==> src/rtl/plane_loader.sv <==
// plane_loader: streams one plane of pixel intensities to a PWM plane
// receiver, framed by disable/address commands and a final enable.
module plane_loader #(
    parameter int OUT_NUM   = 64,
    parameter int D_WIDTH   = 8,
    parameter int C_WIDTH   = 5,
    parameter int PULSE_LEN = 2,
    parameter int GAP_LEN   = 2
) (
    input  logic               clk,
    input  logic               reset,
    input  logic               start,
    input  logic [C_WIDTH-1:0] pixData,
    input  logic               pixValid,
    output logic               pixReady,
    output logic [D_WIDTH-1:0] dataOut,
    output logic               dataEn,
    output logic               rs,
    output logic               busy,
    output logic               done
);
    localparam int TW = $clog2(PULSE_LEN + GAP_LEN + 1);
    localparam logic [TW-1:0] T_PULSE = TW'(PULSE_LEN);
    localparam logic [TW-1:0] T_LAST  = TW'(PULSE_LEN + GAP_LEN);
    localparam logic [6:0]    N_PIX   = 7'(OUT_NUM);

    localparam logic [D_WIDTH-1:0] C_OFF  = D_WIDTH'(8'h08);
    localparam logic [D_WIDTH-1:0] C_DIR  = D_WIDTH'(8'h06);
    localparam logic [D_WIDTH-1:0] C_ADDR = D_WIDTH'(8'h80);
    localparam logic [D_WIDTH-1:0] C_ON   = D_WIDTH'(8'h0C);

    typedef enum logic [2:0] {
        IDLE, CMD_OFF, CMD_DIR, CMD_ADDR,
        WAIT_PIX, DATA, CMD_ON, FIN
    } state_t;

    state_t             state;
    logic [TW-1:0]      tcnt;
    logic [6:0]         pix_cnt;
    logic [D_WIDTH-1:0] pix_ext;
    logic               xfer_last;

    always_comb begin
        pix_ext = '0;
        pix_ext[C_WIDTH-1:0] = pixData;
    end

    assign xfer_last = (tcnt == T_LAST);

    // tcnt 0 is the setup cycle; bus word for a state is loaded on entry
    always_ff @(posedge clk or posedge reset) begin
        if (reset) begin
            state    <= IDLE;
            tcnt     <= '0;
            pix_cnt  <= '0;
            dataOut  <= '0;
            dataEn   <= 1'b0;
            rs       <= 1'b0;
            pixReady <= 1'b0;
            busy     <= 1'b0;
            done     <= 1'b0;
        end else begin
            unique case (state)
                IDLE: begin
                    if (start) begin
                        busy    <= 1'b1;
                        dataOut <= C_OFF;
                        rs      <= 1'b1;
                        tcnt    <= '0;
                        state   <= CMD_OFF;
                    end
                end
                WAIT_PIX: begin
                    if (pixValid && pixReady) begin
                        pixReady <= 1'b0;
                        dataOut  <= pix_ext;
                        rs       <= 1'b0;
                        tcnt     <= '0;
                        state    <= DATA;
                    end
                end
                FIN: begin
                    done  <= 1'b0;
                    state <= IDLE;
                end
                default: begin
                    if (!xfer_last) begin
                        tcnt   <= tcnt + 1'b1;
                        dataEn <= (tcnt < T_PULSE);
                    end else begin
                        tcnt   <= '0;
                        dataEn <= 1'b0;
                        case (state)
                            CMD_OFF: begin
                                dataOut <= C_DIR;
                                state   <= CMD_DIR;
                            end
                            CMD_DIR: begin
                                dataOut <= C_ADDR;
                                state   <= CMD_ADDR;
                            end
                            CMD_ADDR: begin
                                pixReady <= 1'b1;
                                state    <= WAIT_PIX;
                            end
                            DATA: begin
                                pix_cnt <= pix_cnt + 7'd1;
                                if (pix_cnt + 7'd1 < N_PIX) begin
                                    pixReady <= 1'b1;
                                    state    <= WAIT_PIX;
                                end else begin
                                    dataOut <= C_ON;
                                    rs      <= 1'b1;
                                    state   <= CMD_ON;
                                end
                            end
                            CMD_ON: begin
                                busy    <= 1'b0;
                                done    <= 1'b1;
                                pix_cnt <= '0;
                                state   <= FIN;
                            end
                            default: state <= IDLE;
                        endcase
                    end
                end
            endcase
        end
    end
endmodule
==> config.mk <==
export PLATFORM = sky130hd
export DESIGN_NAME = plane_loader
export DESIGN_NICKNAME = d
export VERILOG_FILES = /design/src/rtl/plane_loader.sv
export SDC_FILE = /design/constraint.sdc
export NUM_CORES = 1
export LEC_CHECK = 0
export ABC_AREA = 1
export ABC_CLOCK_PERIOD_IN_PS = 2700
export CAP_MARGIN = 25
export CORE_ASPECT_RATIO = 2
export CORE_MARGIN = 1.5
export CORE_UTILIZATION = 45
export CTS_CLUSTER_DIAMETER = 200
export CTS_CLUSTER_SIZE = 40
export DETAILED_ROUTE_END_ITERATION = 10
export PLACE_DENSITY = 0.68
export SLEW_MARGIN = 15
export SYNTH_ARGS = -nofsm -noshare
export SYNTH_HDL_FRONTEND = slang
export SYNTH_SLANG_ARGS = --single-unit
==> constraint.sdc <==
create_clock -name clk -period 2.7 [get_ports clk]
set_clock_uncertainty 0.05 [all_clocks]
set_input_delay 0.54 -clock clk [delete_from_list [all_inputs] [get_ports clk]]
set_output_delay 0.54 -clock clk [all_outputs]
set_load 0.1 [all_outputs]
==> qor.json, run 1 <==
{
  "outcome": {"value": "completed"},
  "wire_length_of_the_first_global_routing_pass": {"value": 5623, "unit": "microns"},
  "leakage": {"value": 0.8892, "unit": "nW"},
  "die_width": {"value": 43.02, "unit": "microns"},
  "layout.nets": {"value": 212},
  "final_layout_size_suffix_gt1_frac": {"value": 0.1859},
  "pwr-share-clk": {"value": 0.134},
  "crit_path_start_kind": {"value": "flop"},
  "hold_class": {"value": "reg -> reg"},
  "grt_overflow_total": {"value": 0},
  "final_util": {"value": 0.5565},
  "netlist_area_pre_place": {"value": 1441, "unit": "sq um"},
  "timing.final.hold_violations": {"value": 0},
  "cts-buffers-inserted": {"value": 3},
  "port-buffer-count": {"value": 19},
  "synth_cell_type_count": {"value": 36},
  "hold_buffers": {"value": 0},
  "cts_post_setup_buffers_inserted": {"value": 0},
  "tritoncts": {"value": "built"},
  "finalNonFillerCells": {"value": 229},
  "global_route.usage.total": {"value": 0.2033},
  "drtIter0Drc": {"value": 24},
  "sequentialPowerShare": {"value": 0.296},
  "worst_r2r_startpoint": {"value": "tcnt[1]"},
  "setup_repair_after_global_routing_missed_its_margin": {"value": "false"},
  "standard_cell_core_area": {"value": 3013, "unit": "sq um"},
  "drc": {"value": 0},
  "rows": {"value": 28},
  "worst_ir_drop_on_vdd": {"value": 0.6095, "unit": "mV"},
  "count_of_mapped_cells_out_of_synthesis": {"value": 178},
  "dieHeight": {"value": 83.04, "unit": "microns"},
  "dpl.cell_count": {"value": 225},
  "post_synth_main_area_contributors": {"value": "dfrtp_1, nand2_1, nand3_1"},
  "end_kind": {"value": "flop"},
  "cts_num_sinks": {"value": 24},
  "drv.max_cap_violation_count": {"value": 0},
  "vias_per_cell": {"value": 5.227},
  "final_max_slew_viol_count": {"value": 0},
  "first_global_vias": {"value": 1275},
  "clock_latency": {"value": 270, "unit": "ps"},
  "grt_start_max_net_pins": {"value": 25},
  "critPathMaxFanout": {"value": 7},
  "max_freq": {"value": 574.6, "unit": "MHz"},
  "cts.repair.resized": {"value": 0},
  "avgSynthCellArea": {"value": 8.098, "unit": "sq um"},
  "clk_pin_slew": {"value": 90, "unit": "ps"},
  "yosysTopAreaCellShare": {"value": 0.4167},
  "fillers": {"value": 286},
  "drt.antenna.violating_nets": {"value": 0},
  "gate_power_share": {"value": 0.570},
  "antenna_cells_inserted": {"value": 0},
  "num_io_pins": {"value": 22},
  "final.period_utilization": {"value": 0.6446},
  "largest_area_contributor_in_the_netlist": {"value": "dfrtp_1"},
  "power_density": {"value": 1101, "unit": "nW/um^2"},
  "cts.path.max_buffers": {"value": 2},
  "cellInternalPower": {"value": 865.4, "unit": "uW"},
  "crit_start": {"value": "tcnt[1]"},
  "cts-root-buf": {"value": "clkbuf_8"},
  "most_frequent_standard_cell_in_the_layout_excluding_fill_and_tap_cells": {"value": "nand2_1"},
  "finalWorstPathRequiredPeriod": {"value": 1740, "unit": "ps"},
  "setup-tns-final": {"value": 0, "unit": "ps"},
  "detail_route.first_pass.iterations": {"value": 4},
  "timing_worst_setup_path_type": {"value": "reg -> reg"},
  "leading_cell_types_in_the_layout_fill_and_taps_excluded": {"value": "nand2_1, dfrtp_1, inv_1, nand3_1, buf_4"},
  "critPathRequiredTime": {"value": 2810, "unit": "ps"},
  "postSynthRegisterBits": {"value": 24},
  "worst_hold_slack": {"value": 434.2, "unit": "ps"},
  "power.share.switching": {"value": 0.5310},
  "initial_utilization": {"value": 0.4784},
  "die_area": {"value": 3572, "unit": "sq um"},
  "yosys_warnings": {"value": 0},
  "antenna_found_initial": {"value": 0},
  "place_hpwl": {"value": 2457, "unit": "microns"},
  "synth.yosys.seq_area_share": {"value": 0.4167},
  "arrival": {"value": 1850, "unit": "ps"},
  "htree_levels": {"value": 1},
  "gp_congestion": {"value": 0.7750},
  "routed_via_count": {"value": 1197},
  "switchingPower": {"value": 979.8, "unit": "uW"},
  "layout-area-overhead-vs-synth": {"value": 16.32, "unit": "%"},
  "wl_per_cell": {"value": 13.41, "unit": "microns"},
  "finalSetupViolations": {"value": 0},
  "hold_crit_start": {"value": "dataOut[2]"},
  "routed_wl": {"value": 3070, "unit": "microns"}
}
## Yosys cell counts
master / instances
o21bai_1: 1
nand3b_1: 1
a21oi_1: 4
inv_1: 18
conb_1: 1
o21ai_1: 2
buf_2: 1
nor2_1: 11
o31ai_1: 1
a32o_1: 1
ha_1: 3
o22ai_1: 1
o21ai_2: 1
nand2_1: 49
inv_2: 4
or2_2: 1
buf_6: 1
xor2_1: 4
or2_4: 1
nand2_4: 3
buf_4: 2
nor2_8: 1
nor2_2: 3
nor2_4: 1
o21ai_0: 6
nand4_1: 3
nand3_1: 18
dfrtp_1: 24
nand3_4: 1
xnor2_1: 1
or2_0: 1
o21a_1: 1
nor3_1: 1
nand3_2: 4
nor3_4: 1
a31o_1: 1
## flip-flops by register name, summed over array words and instances (netlist names)
signal,cells
busy,1
dataEn,1
dataOut,6
done,1
pixReady,1
pix_cnt,7
rs,1
state,3
tcnt,3
## kinds of logic after synthesis
group | Yosys count | share of synthesized area
AO/OA/AOI/OAI | 19 | 0.08074
XOR/XNOR | 5 | 0.03038
adder cells (fa/ha/maj) | 3 | 0.02604
buffers and inverters | 26 | 0.07898
flip-flops | 24 | 0.4167
other | 1 | 0.002602
AND/OR/NAND/NOR | 100 | 0.3646
## power by group through the flow
stage	registers (mW)	clock network, mW	logic (mW)
4_1_cts	0.548	0.253	1.07
3_3_place_gp	0.550	0	1.04
6_report	0.546	0.247	1.05
2_1_floorplan	0.876	0	0.537
3_5_place_dp	0.554	0	1.06
5_1_grt	0.562	0.267	1.15
## stage by stage
step | power [mW] | instance area, sq um | setup slack [ps]
3_5_place_dp | 1.615 | 1622 | 762.0
2_1_floorplan | 1.412 | 1445 | 803.6
6_report | 1.845 | 1677 | 959.6
5_1_grt | 1.979 | 1677 | 754.6
3_3_place_gp | 1.593 | 1622 | 808.6
4_1_cts | 1.866 | 1677 | 939.7
## final timing paths
check	end	slack (ps)	cells past startpoint
worst min-delay path	dataOut[2]	430	2
worst max register to register	dataOut[1]	960	9
worst max-delay path	dataOut[1]	960	9
min in group asynchronous	dataOut[3]	560	3
worst min register to register	dataOut[2]	430	2
max in group asynchronous	pix_cnt[4]	1800	3
## area by class of cell
class	count	area [sq um]	share of cell area
inverters	22	82.58	0.04925
well taps	30	37.54	0.02239
clock buffers	4	55.05	0.03284
flip-flops and latches	24	600.6	0.3582
multi-input cells	129	730.7	0.4358
repair buffers	20	170.2	0.1015
## worst max-delay path: stages (launching register included)
cell     delay (ps)
dfrtp_1         420
inv_1            90
ha_1            140
nand2_1         140
inv_1           130
nor2_2           90
nor3_4          340
nand2_4         110
nand2_1          80
nand2_1          50
## layer usage
layer | global-route usage | part of all wire
met3 | 0.02609 | 0.016
met1 | 0.2258 | 0.39
met4 | 0.09091 | 0.021
met2 | 0.3664 | 0.58
met5 | 0 | 0
Note: power is estimated with default switching activity, not from simulation.
==> inputs of run 2 (changes only) <==
--- a/config.mk
+++ b/config.mk
@@ -6,7 +6,7 @@
 export NUM_CORES = 1
 export LEC_CHECK = 0
 export ABC_AREA = 1
-export ABC_CLOCK_PERIOD_IN_PS = 2700
+export ABC_CLOCK_PERIOD_IN_PS = 1600
 export CAP_MARGIN = 25
 export CORE_ASPECT_RATIO = 2
 export CORE_MARGIN = 1.5
@@ -14,7 +14,7 @@
 export CTS_CLUSTER_DIAMETER = 200
 export CTS_CLUSTER_SIZE = 40
 export DETAILED_ROUTE_END_ITERATION = 10
-export PLACE_DENSITY = 0.68
+export PLACE_DENSITY = 0.71
 export SLEW_MARGIN = 15
 export SYNTH_ARGS = -nofsm -noshare
 export SYNTH_HDL_FRONTEND = slang
==> constraint.sdc (replaced) <==
create_clock -name clk -period 1.6 [get_ports clk]
set_clock_uncertainty 0.05 [all_clocks]
set_input_delay 0.32 -clock clk [delete_from_list [all_inputs] [get_ports clk]]
set_output_delay 0.32 -clock clk [all_outputs]
set_load 0.1 [all_outputs]
==> qor.json, run 2 (synthesized netlist as in run 1, its figures left out) <==
{
  "outcome": {"value": "completed"},
  "most_frequent_standard_cell_in_the_layout_excluding_fill_and_tap_cells": {"value": "nand2_1"},
  "worst_case_setup_slack_after_placement": {"value": -112.4, "unit": "ps", "change": "-874.4 ps"},
  "standard_cell_core_area": {"value": 3013, "unit": "sq um", "change": "unchanged"},
  "die_area": {"value": 3572, "unit": "sq um", "change": "unchanged"},
  "routed_via_count": {"value": 1343, "change": "+12%"},
  "port-buffer-count": {"value": 19, "change": "unchanged"},
  "cts-buffers-inserted": {"value": 3, "change": "unchanged"},
  "timing.final.hold_violations": {"value": 0, "change": "unchanged"},
  "drt.antenna.violating_nets": {"value": 0, "change": "unchanged"},
  "gp_congestion": {"value": 0.8788, "change": "+13%"},
  "routed_wl": {"value": 3606, "unit": "microns", "change": "+17%"},
  "leading_cell_types_in_the_layout_fill_and_taps_excluded": {"value": "nand2_1, dfrtp_1, nand3_1"},
  "end_kind": {"value": "flop"},
  "worst_r2r_startpoint": {"value": "state[2]"},
  "layout.nets": {"value": 226, "change": "+6.6%"},
  "finalNonFillerCells": {"value": 243, "change": "+6.1%"},
  "layout_top_registers": {"value": "pix_cnt (7), dataOut (6)"},
  "finalWorstSetupSlack": {"value": 32.16, "unit": "ps", "change": "-927.4 ps"},
  "leakage": {"value": 0.9961, "unit": "nW", "change": "+12%"},
  "timing_worst_setup_path_type": {"value": "reg -> reg"},
  "antenna_found_initial": {"value": 0, "change": "unchanged"},
  "clk_pin_slew": {"value": 80, "unit": "ps", "change": "about the same"},
  "place_hpwl": {"value": 2701, "unit": "microns", "change": "+9.9%"},
  "drtIter0Drc": {"value": 27, "change": "+13%"},
  "first_global_vias": {"value": 1451, "change": "+14%"},
  "cts_num_sinks": {"value": 24, "change": "unchanged"},
  "detail_route.first_pass.iterations": {"value": 4, "change": "unchanged"},
  "cts.path.max_buffers": {"value": 2, "change": "unchanged"},
  "crit_start": {"value": "state[2]"},
  "finalSetupViolations": {"value": 0, "change": "unchanged"},
  "critPathMaxFanout": {"value": 7, "change": "unchanged"},
  "critPathRequiredTime": {"value": 1720, "unit": "ps", "change": "-1090 ps"},
  "crit_path_start_kind": {"value": "flop"},
  "hold_class": {"value": "in -> async"},
  "rr_worst_depth": {"value": 7, "change": "-2"},
  "vias_per_cell": {"value": 5.527, "change": "+5.7%"},
  "setup_repair_after_global_routing_missed_its_margin": {"value": "true"},
  "die_width": {"value": 43.02, "unit": "microns", "change": "unchanged"},
  "arrival": {"value": 1680, "unit": "ps", "change": "-170 ps"},
  "setup-tns-final": {"value": 0, "unit": "ps", "change": "unchanged"},
  "regMostFlops": {"value": "pix_cnt"},
  "global_route.usage.total": {"value": 0.2178, "change": "+0.01455"},
  "num_io_pins": {"value": 22, "change": "unchanged"},
  "grt_overflow_total": {"value": 0, "change": "unchanged"},
  "placed_cell_area": {"value": 1836, "unit": "sq um", "change": "+13%"},
  "wire_length_of_the_first_global_routing_pass": {"value": 6134, "unit": "microns", "change": "+9.1%"},
  "initial_utilization": {"value": 0.4784, "change": "unchanged"},
  "grt.met1_usage": {"value": 0.2367, "change": "+0.01089"},
  "hold_buffers": {"value": 0, "change": "unchanged"},
  "tritoncts": {"value": "built"},
  "setup_slack_of_the_most_critical_reg_to_reg_path": {"value": 30, "unit": "ps", "change": "-930 ps"},
  "worst_hold_slack": {"value": 287.3, "unit": "ps", "change": "-147.0 ps"},
  "globalRouteMet2Util": {"value": 0.4050, "change": "+0.03857"},
  "dieHeight": {"value": 83.04, "unit": "microns", "change": "unchanged"},
  "clock_latency": {"value": 270, "unit": "ps", "change": "about the same"},
  "cts-root-buf": {"value": "clkbuf_8"},
  "final_layout_size_suffix_gt1_frac": {"value": 0.2911, "change": "+0.1052"},
  "layout-area-overhead-vs-synth": {"value": 39.50, "unit": "%"},
  "grt_start_max_net_pins": {"value": 17, "change": "-32%"},
  "htree_levels": {"value": 1, "change": "unchanged"},
  "grt.busiest_layer": {"value": "met2"},
  "wl_per_cell": {"value": 14.84, "unit": "microns", "change": "+11%"},
  "final_max_slew_viol_count": {"value": 0, "change": "unchanged"},
  "final.period_utilization": {"value": 0.9799, "change": "+0.3353"},
  "design_area": {"value": 2011, "unit": "sq um", "change": "+20%"},
  "dpl.cell_count": {"value": 233, "change": "+3.6%"},
  "fillers": {"value": 248, "change": "-13%"},
  "drv.max_cap_violation_count": {"value": 0, "change": "unchanged"},
  "critical_path.reg2reg.endpoint": {"value": "dataOut[1]"},
  "drc": {"value": 0, "change": "unchanged"},
  "rows": {"value": 28, "change": "unchanged"},
  "largest_register_ffs": {"value": 7, "change": "unchanged"},
  "worst_ir_drop_on_vdd": {"value": 1.639, "unit": "mV", "change": "+170%"},
  "max_freq": {"value": 637.8, "unit": "MHz", "change": "+11%"},
  "finalWorstPathRequiredPeriod": {"value": 1568, "unit": "ps", "change": "-172.6 ps"},
  "antenna_cells_inserted": {"value": 0, "change": "unchanged"},
  "grt_use_met3": {"value": 0.02174, "change": "-0.004348"},
  "power_density": {"value": 1844, "unit": "nW/um^2", "change": "+68%"}
}
run 2: timing repair:
item	4_1_cts	5_1_grt
setup buffers	0	6
endpoints found under the hold margin	0	0
pin swaps	1	7
resized for setup	1	18
endpoints found under the setup margin	7	14
run 2: cell type report:
type                            count  area, sq um  area share
Tap cell                           30        37.54     0.01867
Multi-Input combinational cell    129        797.0      0.3964
Sequential cell                    24        608.1      0.3024
Timing Repair Buffer               34        437.9      0.2178
Inverter                           22        85.08     0.04231
Clock buffer                        4        45.04     0.02240
run 2: metrics by stage:
step | power (mW) | utilization
2_1_floorplan | 2.393 | -
3_3_place_gp | 3.042 | 0.6092
3_5_place_dp | 3.106 | 0.6092
4_1_cts | 3.483 | 0.6246
5_1_grt | 3.941 | 0.6674
6_report | 3.709 | 0.6674
run 2: report_power, final:
part	switching [mW]	internal [mW]	leakage, nW	total (mW)
sequential	0.184	0.777	0.298	0.961
combinational	1.47	0.908	0.676	2.38
clock	0.188	0.178	0.0228	0.366
run 2: how the worst max path moves through the flow:
stage                            end  cells after the start
after CTS                 dataOut[3]                      7
after global routing      dataOut[0]                      7
after detailed placement  dataOut[3]                      8
final                     dataOut[1]                      7
after global placement    dataOut[0]                      8
after floorplan           dataOut[0]                      9
run 2: layer usage:
| metal | vias up | wire [microns] |
|---|---|---|
| met5 | - | 0 |
| met4 | 0 | 88 |
| met3 | 9 | 90 |
| met2 | 27 | 2167 |
| met1 | 670 | 1259 |
| li1 | 637 | - |
run 2: critical path: stages (launching register included):
cell     delay, ps
dfrtp_2        480
buf_4          190
nand3_4        100
nand2_4         60
nor3_4         330
nand2_4        120
nand2_1         80
nand2_1         50
==> inputs of run 3 (changes only) <==
--- a/config.mk
+++ b/config.mk
@@ -15,6 +15,7 @@
 export CTS_CLUSTER_SIZE = 40
 export DETAILED_ROUTE_END_ITERATION = 10
 export PLACE_DENSITY = 0.71
+export REMOVE_ABC_BUFFERS = 1
 export SLEW_MARGIN = 15
 export SYNTH_ARGS = -nofsm -noshare
 export SYNTH_HDL_FRONTEND = slang
==> qor.json, run 3 (synthesized netlist as in run 1, its figures left out) <==
{
  "ff_latch_area": {"value": 601.8, "unit": "sq um", "change": "-1.0%"},
  "leading_cell_types_in_the_layout_fill_and_taps_excluded": {"value": "nand2_1, dfrtp_1, nand3_1"},
  "dieHeight": {"value": 83.04, "unit": "microns", "change": "unchanged"},
  "gp_congestion": {"value": 0.8165, "change": "-7.1%"},
  "drtIter0Drc": {"value": 25, "change": "-7.4%"},
  "regMostFlops": {"value": "pix_cnt"},
  "hold_class": {"value": "in -> async"},
  "vias_per_cell": {"value": 5.247, "change": "-5.1%"},
  "detail_route.first_pass.iterations": {"value": 4, "change": "unchanged"},
  "finalSetupViolations": {"value": 0, "change": "unchanged"},
  "end_kind": {"value": "flop"},
  "tritoncts": {"value": "built"},
  "first_global_vias": {"value": 1250, "change": "-14%"},
  "power.share.switching": {"value": 0.4912, "change": "-0.006370"},
  "timing_worst_setup_path_type": {"value": "reg -> reg"},
  "power_density": {"value": 1867, "unit": "nW/um^2", "change": "+1.2%"},
  "arrival": {"value": 1690, "unit": "ps", "change": "about the same"},
  "routed_wl": {"value": 3431, "unit": "microns", "change": "-4.9%"},
  "wl_per_cell": {"value": 14.12, "unit": "microns", "change": "-4.9%"},
  "max_freq": {"value": 637.1, "unit": "MHz", "change": "-0.11%"},
  "most_frequent_standard_cell_in_the_layout_excluding_fill_and_tap_cells": {"value": "nand2_1"},
  "layout-area-overhead-vs-synth": {"value": 35.68, "unit": "%"},
  "timing.final.hold_violations": {"value": 0, "change": "unchanged"},
  "cellInternalPower": {"value": 1.858, "unit": "mW", "change": "-0.27%"},
  "wire_length_of_the_first_global_routing_pass": {"value": 5499, "unit": "microns", "change": "-10%"},
  "clk_pin_slew": {"value": 80, "unit": "ps", "change": "about the same"},
  "htree_levels": {"value": 1, "change": "unchanged"},
  "largest_register_ffs": {"value": 7, "change": "unchanged"},
  "die_width": {"value": 43.02, "unit": "microns", "change": "unchanged"},
  "routed_via_count": {"value": 1275, "change": "-5.1%"},
  "place_hpwl": {"value": 2560, "unit": "microns", "change": "-5.2%"},
  "sequentialPowerShare": {"value": 0.263, "change": "+0.004"},
  "pwr-share-clk": {"value": 0.114, "change": "+0.015"},
  "num_io_pins": {"value": 22, "change": "unchanged"},
  "layout.nets": {"value": 226, "change": "unchanged"},
  "drc": {"value": 0, "change": "unchanged"},
  "grt.met1_usage": {"value": 0.2034, "change": "-0.03333"},
  "fillers": {"value": 259, "change": "+4.4%"},
  "setup_repair_after_global_routing_missed_its_margin": {"value": "true"},
  "layout_top_registers": {"value": "pix_cnt (7), dataOut (6)"},
  "finalWorstPathRequiredPeriod": {"value": 1570, "unit": "ps", "change": "+1.704 ps"},
  "drt.antenna.violating_nets": {"value": 0, "change": "unchanged"},
  "crit_path_start_kind": {"value": "flop"},
  "placed_cell_area": {"value": 1834, "unit": "sq um", "change": "about the same"},
  "cts.path.max_buffers": {"value": 2, "change": "unchanged"},
  "final_layout_size_suffix_gt1_frac": {"value": 0.2817, "change": "-0.009390"},
  "drv.max_cap_violation_count": {"value": 0, "change": "unchanged"},
  "total_power_of_the_final_layout": {"value": 3.652, "unit": "mW", "change": "-1.5%"},
  "hold_buffers": {"value": 0, "change": "unchanged"},
  "global_route.usage.total": {"value": 0.1985, "change": "-0.01929"},
  "port-buffer-count": {"value": 19, "change": "unchanged"},
  "globalRouteMet2Util": {"value": 0.3898, "change": "-0.01515"},
  "cts-root-buf": {"value": "clkbuf_8"},
  "worst_ir_drop_on_vdd": {"value": 1.232, "unit": "mV", "change": "-25%"},
  "cts-buffers-inserted": {"value": 3, "change": "unchanged"},
  "design_area": {"value": 1956, "unit": "sq um", "change": "-2.7%"},
  "grt_use_met3": {"value": 0.01957, "change": "-0.002174"},
  "grt.busiest_layer": {"value": "met2"},
  "die_area": {"value": 3572, "unit": "sq um", "change": "unchanged"},
  "worst_hold_slack": {"value": 346.3, "unit": "ps", "change": "+59.07 ps"},
  "antenna_cells_inserted": {"value": 0, "change": "unchanged"},
  "grt_start_max_net_pins": {"value": 25, "change": "+8"},
  "cts_num_sinks": {"value": 24, "change": "unchanged"},
  "multiInputGateArea": {"value": 765.7, "unit": "sq um", "change": "-3.9%"},
  "leakage": {"value": 0.9999, "unit": "nW", "change": "+0.38%"},
  "antenna_found_initial": {"value": 0, "change": "unchanged"},
  "rows": {"value": 28, "change": "unchanged"},
  "initial_utilization": {"value": 0.4784, "change": "unchanged"},
  "standard_cell_core_area": {"value": 3013, "unit": "sq um", "change": "unchanged"},
  "critPathRequiredTime": {"value": 1720, "unit": "ps", "change": "about the same"},
  "final.period_utilization": {"value": 0.9810, "change": "+0.001065"},
  "clock_latency": {"value": 270, "unit": "ps", "change": "about the same"},
  "critPathMaxFanout": {"value": 7, "change": "unchanged"},
  "gate_power_share": {"value": 0.623, "change": "-0.019"},
  "grt_overflow_total": {"value": 0, "change": "unchanged"},
  "outcome": {"value": "completed"},
  "switchingPower": {"value": 1.794, "unit": "mW", "change": "-2.8%"},
  "final_max_slew_viol_count": {"value": 0, "change": "unchanged"}
}
[run 3: cell counts in the layout (fill, tap and decap cells not counted)]
Identical to the previous run, type by type.
[run 3: final timing paths]
| check | from | endpoint | slack [ps] | cells past startpoint |
|---|---|---|---|---|
| worst min-delay path | reset | pix_cnt[5] | 350 | 3 |
| worst max-delay path | tcnt[1] | dataOut[1] | 30 | 9 |
| max in group asynchronous | reset | state[0] | 890 | 3 |
| worst max register to register | tcnt[1] | dataOut[1] | 30 | 9 |
| min in group clk | pix_cnt[1] | pix_cnt[1] | 480 | 2 |
| worst min register to register | pix_cnt[1] | pix_cnt[1] | 480 | 2 |
[run 3: critical path: stages (launching register included)]
cell,delay (ps)
dfrtp_1,420
inv_2,100
ha_4,130
nand2_2,60
inv_2,90
nor2_4,60
nor3_4,330
nand2_4,120
nand2_2,80
nand2_1,50
[run 3: power by group through the flow]
stage | clock, mW | sequential [mW] | combinational, mW
finish | 0.417 | 0.959 | 2.28
global route | 0.457 | 0.981 | 2.43
CTS | 0.420 | 0.967 | 2.14
detailed placement | 0 | 0.974 | 2.13
global placement | 0 | 0.964 | 2.09
floorplan | 0 | 1.51 | 0.834
[run 3: metal layers]
layer | vias up | wire length, microns
met5 | - | 0
met4 | 0 | 44
met3 | 5 | 75
met2 | 25 | 2067
met1 | 609 | 1244
li1 | 636 | -
[run 3: timing repair]
| item | in CTS | in global routing |
|---|---|---|
| endpoints found under the setup margin | 9 | 14 |
| pin swaps | 1 | 3 |
| resized for setup | 2 | 10 |
| buffers inserted | 0 | 4 |
[run 3: through the flow]
step / worst slack [ps] / utilization / TNS (ps) / std cells
global route: -74.28 / 0.6491 / -406.2 / 243
finish: 30.45 / 0.6491 / 0 / 243
floorplan: -296.4 / - / -2364 / 175
detailed placement: -100.8 / 0.6088 / -709.8 / 235
CTS: 22.94 / 0.6292 / 0 / 239
global placement: -59.92 / 0.6088 / -403.8 / 235
[run 3: cell type report]
cell class / count / area share
tap: 30 / 0.01919
inverter: 22 / 0.04223
multi-input combinational: 129 / 0.3916
timing repair buffer: 34 / 0.2111
sequential: 24 / 0.3077
clock buffer: 4 / 0.02815
